$ cat config.mk
export PLATFORM = sky130hd
export DESIGN_NAME = vga_write_arbiter
export DESIGN_NICKNAME = d
export VERILOG_FILES = /design/src/rtl/vga_write_arbiter.sv
export SDC_FILE = /design/constraint.sdc
export NUM_CORES = 1
export LEC_CHECK = 0
export ABC_AREA = 1
export BUFFER_PORTS_ARGS = -buffer_cell sky130_fd_sc_hd__clkbuf_2
export CAP_MARGIN = 10
export CORE_MARGIN = 5
export CORE_UTILIZATION = 37
export CTS_BUF_LIST = sky130_fd_sc_hd__clkbuf_2 sky130_fd_sc_hd__clkbuf_4 sky130_fd_sc_hd__clkbuf_8
export CTS_CLUSTER_DIAMETER = 60
export DETAILED_ROUTE_END_ITERATION = 10
export PLACE_DENSITY = 0.74
export SLEW_MARGIN = 5
export SYNTH_ARGS = -nofsm -noshare
export SYNTH_HDL_FRONTEND = slang
export SYNTH_SLANG_ARGS = --single-unit
$ cat constraint.sdc
create_clock -name Clock -period 2.4 [get_ports Clock]
set_clock_uncertainty 0.15 [all_clocks]
set_input_delay 0.24 -clock Clock [delete_from_list [all_inputs] [get_ports Clock]]
set_output_delay 0.24 -clock Clock [all_outputs]
set_load 0.01 [all_outputs]
$ cat src/rtl/vga_write_arbiter.sv
// rtl/vga_write_arbiter.sv - burst-locked round-robin arbiter for the shared VGA pixel-write port
// Optional forced revoke of a stuck owner: define ARB_TIMEOUT_EN.
module vga_write_arbiter #(
    parameter int N_REQ       = 3,
    parameter int nX          = 10,
    parameter int nY          = 9,
    parameter int COLOR_DEPTH = 9,
    parameter int TIMEOUT     = 4096
) (
    input  logic                           Clock,
    input  logic                           Resetn,
    input  logic [N_REQ-1:0]               req,
    input  logic [N_REQ-1:0]               done,
    input  logic [N_REQ*nX-1:0]            x_in,
    input  logic [N_REQ*nY-1:0]            y_in,
    input  logic [N_REQ*COLOR_DEPTH-1:0]   color_in,
    input  logic [N_REQ-1:0]               write_in,
    output logic [N_REQ-1:0]               grant,
    output logic [nX-1:0]                  VGA_x,
    output logic [nY-1:0]                  VGA_y,
    output logic [COLOR_DEPTH-1:0]         VGA_color,
    output logic                           VGA_write,
    output logic                           busy
);

    localparam int IW = (N_REQ > 1) ? $clog2(N_REQ) : 1;

    typedef enum logic [1:0] {
        IDLE    = 2'd0,
        OWN     = 2'd1,
        RELEASE = 2'd2
    } state_t;

    state_t           state;
    logic [IW-1:0]    owner;
    logic [IW-1:0]    rr_ptr;
    logic [IW-1:0]    winner;
    logic             win_valid;
    logic [IW-1:0]    next_ptr;
    logic [N_REQ-1:0] req_elig;
    logic [N_REQ-1:0] one_hot_base;
    logic             own_req;
    logic             own_done;
    logic             own_write;

`ifdef ARB_TIMEOUT_EN
    localparam int CW = $clog2(TIMEOUT + 1);
    logic [CW-1:0]    own_cnt;
    logic [N_REQ-1:0] lockout;
    logic             expire;

    // A revoked requester stays excluded until it drops req at least once.
    assign req_elig = req & ~lockout;
    assign expire   = (own_cnt == CW'(TIMEOUT - 1));
`else
    assign req_elig = req;
`endif

    assign one_hot_base = {{(N_REQ-1){1'b0}}, 1'b1};
    assign own_req      = req[owner];
    assign own_done     = done[owner];
    assign own_write    = write_in[owner];
    assign next_ptr     = (owner == IW'(N_REQ - 1)) ? '0 : owner + 1'b1;

    // First eligible request at or after rr_ptr, wrapping at N_REQ.
    always_comb begin
        logic [IW:0] idx;
        winner    = '0;
        win_valid = 1'b0;
        idx       = '0;
        for (int i = 0; i < N_REQ; i++) begin
            idx = {1'b0, rr_ptr} + (IW+1)'(i);
            if (idx >= (IW+1)'(N_REQ)) begin
                idx = idx - (IW+1)'(N_REQ);
            end
            if (!win_valid && req_elig[idx[IW-1:0]]) begin
                win_valid = 1'b1;
                winner    = idx[IW-1:0];
            end
        end
    end

    always_ff @(posedge Clock) begin
        if (!Resetn) begin
            state     <= IDLE;
            owner     <= '0;
            rr_ptr    <= '0;
            grant     <= '0;
            VGA_x     <= '0;
            VGA_y     <= '0;
            VGA_color <= '0;
            VGA_write <= 1'b0;
            busy      <= 1'b0;
`ifdef ARB_TIMEOUT_EN
            own_cnt   <= '0;
            lockout   <= '0;
`endif
        end else begin
            VGA_write <= 1'b0;
`ifdef ARB_TIMEOUT_EN
            lockout   <= lockout & req;
`endif
            case (state)
                IDLE: begin
                    if (win_valid) begin
                        grant <= one_hot_base << winner;
                        owner <= winner;
                        state <= OWN;
                        busy  <= 1'b1;
`ifdef ARB_TIMEOUT_EN
                        own_cnt <= '0;
`endif
                    end
                end
                OWN: begin
`ifdef ARB_TIMEOUT_EN
                    own_cnt <= own_cnt + 1'b1;
                    if (expire) begin
                        grant   <= '0;
                        state   <= RELEASE;
                        rr_ptr  <= next_ptr;
                        lockout <= (lockout & req) | (one_hot_base << owner);
                    end else begin
`else
                    begin
`endif
                        // The exit cycle's pixel is still forwarded.
                        VGA_x     <= x_in[owner*nX +: nX];
                        VGA_y     <= y_in[owner*nY +: nY];
                        VGA_color <= color_in[owner*COLOR_DEPTH +: COLOR_DEPTH];
                        VGA_write <= own_write;
                        if (own_done || !own_req) begin
                            grant  <= '0;
                            state  <= RELEASE;
                            rr_ptr <= next_ptr;
                        end
                    end
                end
                RELEASE: begin
                    state <= IDLE;
                    busy  <= 1'b0;
                end
                default: begin
                    state <= IDLE;
                    grant <= '0;
                    busy  <= 1'b0;
                end
            endcase
        end
    end

endmodule

; Word-level counts from Yosys, hierarchy flattened
; Index checks and enable logic that the tools add are counted.
[word_totals]
regBits = 39
latch_bits = 0
ram_bits = 0
romBits = 0
inputBits = 95
output_inout_bits = 33
word_cells = 78
memories = 0
[op_classes]
n_addsub = 6
mul = 2
div = 0
order_cmp = 7
n_eq_ne = 5
shift = 4
mux = 30
bitwise_logic = 2
reduce_logical = 13
[ops]
columns = op, count
row1 = variable part select 27 x 7 -> 9 bit, 2
row2 = variable part select 30 x 7 -> 10 bit, 1
row3 = two-way mux 2 bit, 9
row4 = binary-select mux 1 bit (select 2 bit), 6
row5 = < comparator 2 x 3 -> 1 bit (second input constant), 4
row6 = two-way mux 1 bit, 10
row7 = AND reduction 2 bit, 5
row8 = case mux 3 bit (3 select lines), 1
row9 = greater-or-equal comparator 3 x 2 -> 1 bit (second input constant), 2
row10 = multiplier 2 x 4 -> 6 bit (second input constant), 1
row11 = two-way mux 3 bit, 2
row12 = subtractor 2 bit (second input constant), 3
row13 = multiplier 2 x 3 -> 5 bit (second input constant), 1
row14 = equality test 2 bit (second input constant), 2
row15 = != test 2 bit (second input constant), 2
row16 = case mux 2 bit (2 select lines), 1
row17 = adder 2 x 1 -> 3 bit (second input constant), 1
row18 = adder 2 x 2 -> 3 bit (second input constant), 1
row19 = logical NOT 1 bit, 3
row20 = AND reduction 3 bit, 1
row21 = left shift 1 x 2 -> 3 bit (first input constant), 1
row22 = adder 2 x 1 -> 2 bit (second input constant), 1
row23 = equality test 2 x 1 -> 1 bit (second input constant), 1
row24 = greater-or-equal comparator 2 bit (second input constant), 1
row25 = other kinds (5), 7

; Logic depth before layout (Yosys ltp)
[logic_depth]
ltp_word = 14
mapped_depth = 12
ltp_nobuf = 12

; Worst setup path before layout
; Ideal clock, no wire load.
[synth_path]
path_kind = register -> register
from = reg rr_ptr[0]
to = reg grant[0]
setup_ns = 0.074
t_arrival_ns = 1.457
required_time_ns = 2.176
slack_ns = 0.719
path_stages_with_launch = 12
path_buffers = 0
period_less_slack_ns = 1.681
cell_sequence = dfxtp_1 inv_1 ha_1 inv_2 nand3_1 nand2_2 inv_1 nand3_1 nand2_1 inv_1 nand3_1 a21oi_1
[synth_via]
elab_chain_len = 14
word_cells_on_any_way = 32
cone_classes = add/sub: 5 / order compare: 3 / eq/ne: 1 / shift: 1 / mux: 17 / reduce/logical: 5
[synth_lines]
columns = element, line
row1 = start: declaration, 36  ; logic [IW-1:0] rr_ptr;
row2 = start signal: assignment, 135  ; rr_ptr <= next_ptr;
row3 = "parallel branches: the longest is 14 deep, another holds adder 2 x 1 -> 3 bit", n/a
row4 = end signal: assignment, 106  ; grant <= one_hot_base << winner;
row5 = end: declaration, 18  ; output logic [N_REQ-1:0] grant,
; Several ways; the timed one is not identified. The select of a mux whose other input is x is not followed.
; A chain may end at the register's enable or synchronous reset.

; Worst setup path in the final report
; Same ends and word-level chain as after synthesis.

==> run summary <==
status: finished clean
area share of fa/ha/maj cells after synthesis: 2.40%
max-cap violations: 0
Sum Neg Setup Slack: 0 ns
clock sink count: 39
Primary FF master, synth: dfxtp_1
Leak: 0.00142 uW
CP Capture Point: grant[0]
die height: 85.2 um
Reg2Reg Launch Point: rr_ptr[0]
H-Tree Depth: 2
post-route DRC violation count: 0
CP Depth: 11
Hold Path Class: in2reg
placer congestion estimate: 0.875
Area growth syn-to-layout: 39.7%
Slowest-stage cell, CP: ha_1
pwr/cell area: 1250 mW/mm^2
commonest cells in the netlist: nand2_1 (114), dfxtp_1 (39), a41oi_1 (28), o21ai_0 (28), inv_1 (17)
register area share after synthesis: 37.4%
number of global-route vias before repair: 2518
Final Cycle Share: 78.9%
antenna viol nets, final: 0
syn nets: 399
number of flops mapped to enable cells by yosys: 0
Layout fillers: 562
Final Max Slew Viols: 0
IO Pins: 128
Rel. slew slack: 63.0%
Critical Path AT: 1.96 ns
CP Buf/Inv Count: 4
Synth area leader: dfxtp_1
post-synthesis mux area share: 0%
Post-Route WL: 6.54 mm
hold_buf cts: 0
Critical Path, Cell by Cell: inv_1 > ha_1 > inv_2 > nand3_1 > nand2_2 > inv_1 > nand3_1 > nand2_1 > inv_1 > nand3_1 > a21oi_1
Worst-Margin Slew: 0.554 ns
Max Freq: 528 MHz
Synth Area in Compound Gates: 23.7%
Post-Syn Instances: 300
Die X-Extent: 85.2 um
endpoints failing hold: 0
PostCTS Resize Cnt: 0
Via Count: 2498
clock slew at reported path FFs: 0.08 ns
startpoint types: flip-flop
Nets: 523
async set-or-reset flop fraction in the synthesized netlist: 0%
vias per cell: 5.03
max incr delay on CP: 0.39 ns
Reg2Reg Setup Slack: 0.51 ns
largest cells by area after synthesis: dfxtp_1 (37%), nand2_1 (20%), a41oi_1 (12%)
FF-to-FF path depth: 11
Worst Path Required: 2.47 ns
syn avg cell area: 6.97 sq um
Total Routing Usage GR: 18.3%
crit path from: rr_ptr[0]
peak supply drop: 544 uV
crit path kind: reg2reg
simple-gate area share of the yosys netlist: 29.1%
Starting Density: 37.9%
core outline area: 0.00551 sq mm
CP delay by family, top: simple AND/OR/NAND/NOR gates
Tot Pwr: 3650 uW
PnR worst setup slack: 0.507 ns
HPWL after DPL: 5.05 mm
grt total ovfl: 0
Final setup viols: 0
final core utilization: 53.0%
share of the synthesized area in the top cell type: 37.4%
CTS Buffer Depth: 2
Min Clock Period, post-route: 1.89 ns
Mapped Area: 0.00209 sq mm
CTS tree: yes
PortBufs: 127
CP Capture Type: flip-flop
unrepaired setup endpoints after global routing: no
synthesis-stage register bit count: 39
Hold WS: 0.0549 ns
WL per Instance: 13.2 um
root buffer cell: clkbuf_8
Skew-Pair Late Insertion Delay: 0.29 ns
layout cells sized above 1: 38.4%
top-count cell post-synth: nand2_1
diodes inserted: 0
Initial DRC Count: 79
largest net degree at the start of global routing: 32
reg2reg end: grant[0]
CP Max Fanout: 7
largest family of logic cells by synthesized area: simple AND/OR/NAND/NOR gates
wire length of the first global-routing pass: 11.1 mm
post-place setup slack: 0.537 ns
initial antenna violation count: 0
CTS buffer count: 5
Die ar.: 0.00725 sq mm
Yosys warning total: 0
Post-CTS Setup Bufs: 0
Synth cell types: 24
DRT Pass-1 Iters: 4
Post-Synth XOR/XNOR Area: 0%
FP Rows: 27
layer usage:
metal	GRT usage, %	routed length [um]	up-vias	part of all wire [%]
met5	0	0	-	0
met4	4.32	51	0	0.78
met3	4.66	459	6	7.0
met2	32.3	3240	101	49
met1	22.3	2790	1129	43
li1	-	-	1262	-
registers in the layout, summed over array words and instances, names as in the netlist:
signal     count
VGA_y          9
VGA_x         10
VGA_color      9
owner          2
VGA_write      1
state          2
rr_ptr         2
busy           1
grant          3
worst min path at each step:
stage                             from      endpoint  slack [ns]  cells after the start
after CTS                  color_in[9]  VGA_color[0]        0.05                      3
after global placement        grant[0]      grant[0]        0.31                      2
after global routing          x_in[16]      VGA_x[6]        0.05                      3
final                      color_in[9]  VGA_color[0]        0.05                      3
after detailed placement      grant[1]      grant[1]        0.31                      2
after floorplan           color_in[10]  VGA_color[1]        0.26                      2
tightest hold or removal path, cell delays in order:
cell,delay [ns]
clkbuf_2,0.08
nand2_1,0.05
a41oi_1,0.08
per-stage QoR:
stage	instance area, sq um	cells
after detailed placement	2800	489
after CTS	2920	497
after floorplan	2090	300
after global placement	2800	489
final	2920	497
after global routing	2920	497
kinds of logic after synthesis:
logic type,Yosys count
simple gates,148
compound gates,71
flops,39
buf+inv,38
fa+ha+maj,4
report_power, final:
group	switching [uW]	internal (uW)
logic	1290	723
clock network	228	336
registers	153	914
total	1670	1970
cell type report:
class	instances	area, sq um	share of cell area (%)
Multi-Input combinational cell	223	1160	39.7
Sequential cell	39	781	26.7
Timing Repair Buffer	135	696	23.8
Tap cell	72	90.1	3.09
Clock buffer	6	82.6	2.83
Inverter	20	75.1	2.57
Clock inverter	2	35.0	1.20
cell usage in the layout, fill, tap and decap left out, types with 3 or more instances in the layout:
cell and count:
a41oi_1 28, clkbuf_8 6, dfxtp_1 39, nor2_1 8, nand3_1 13, clkbuf_2 127, inv_1 17, a21oi_1 5
ha_1 4, o21ai_1 3, o21ai_0 28, buf_4 8, nand2_2 4, nor2_2 4, a21oi_2 3, nand2_1 114
(Power assumes the default switching activity.)
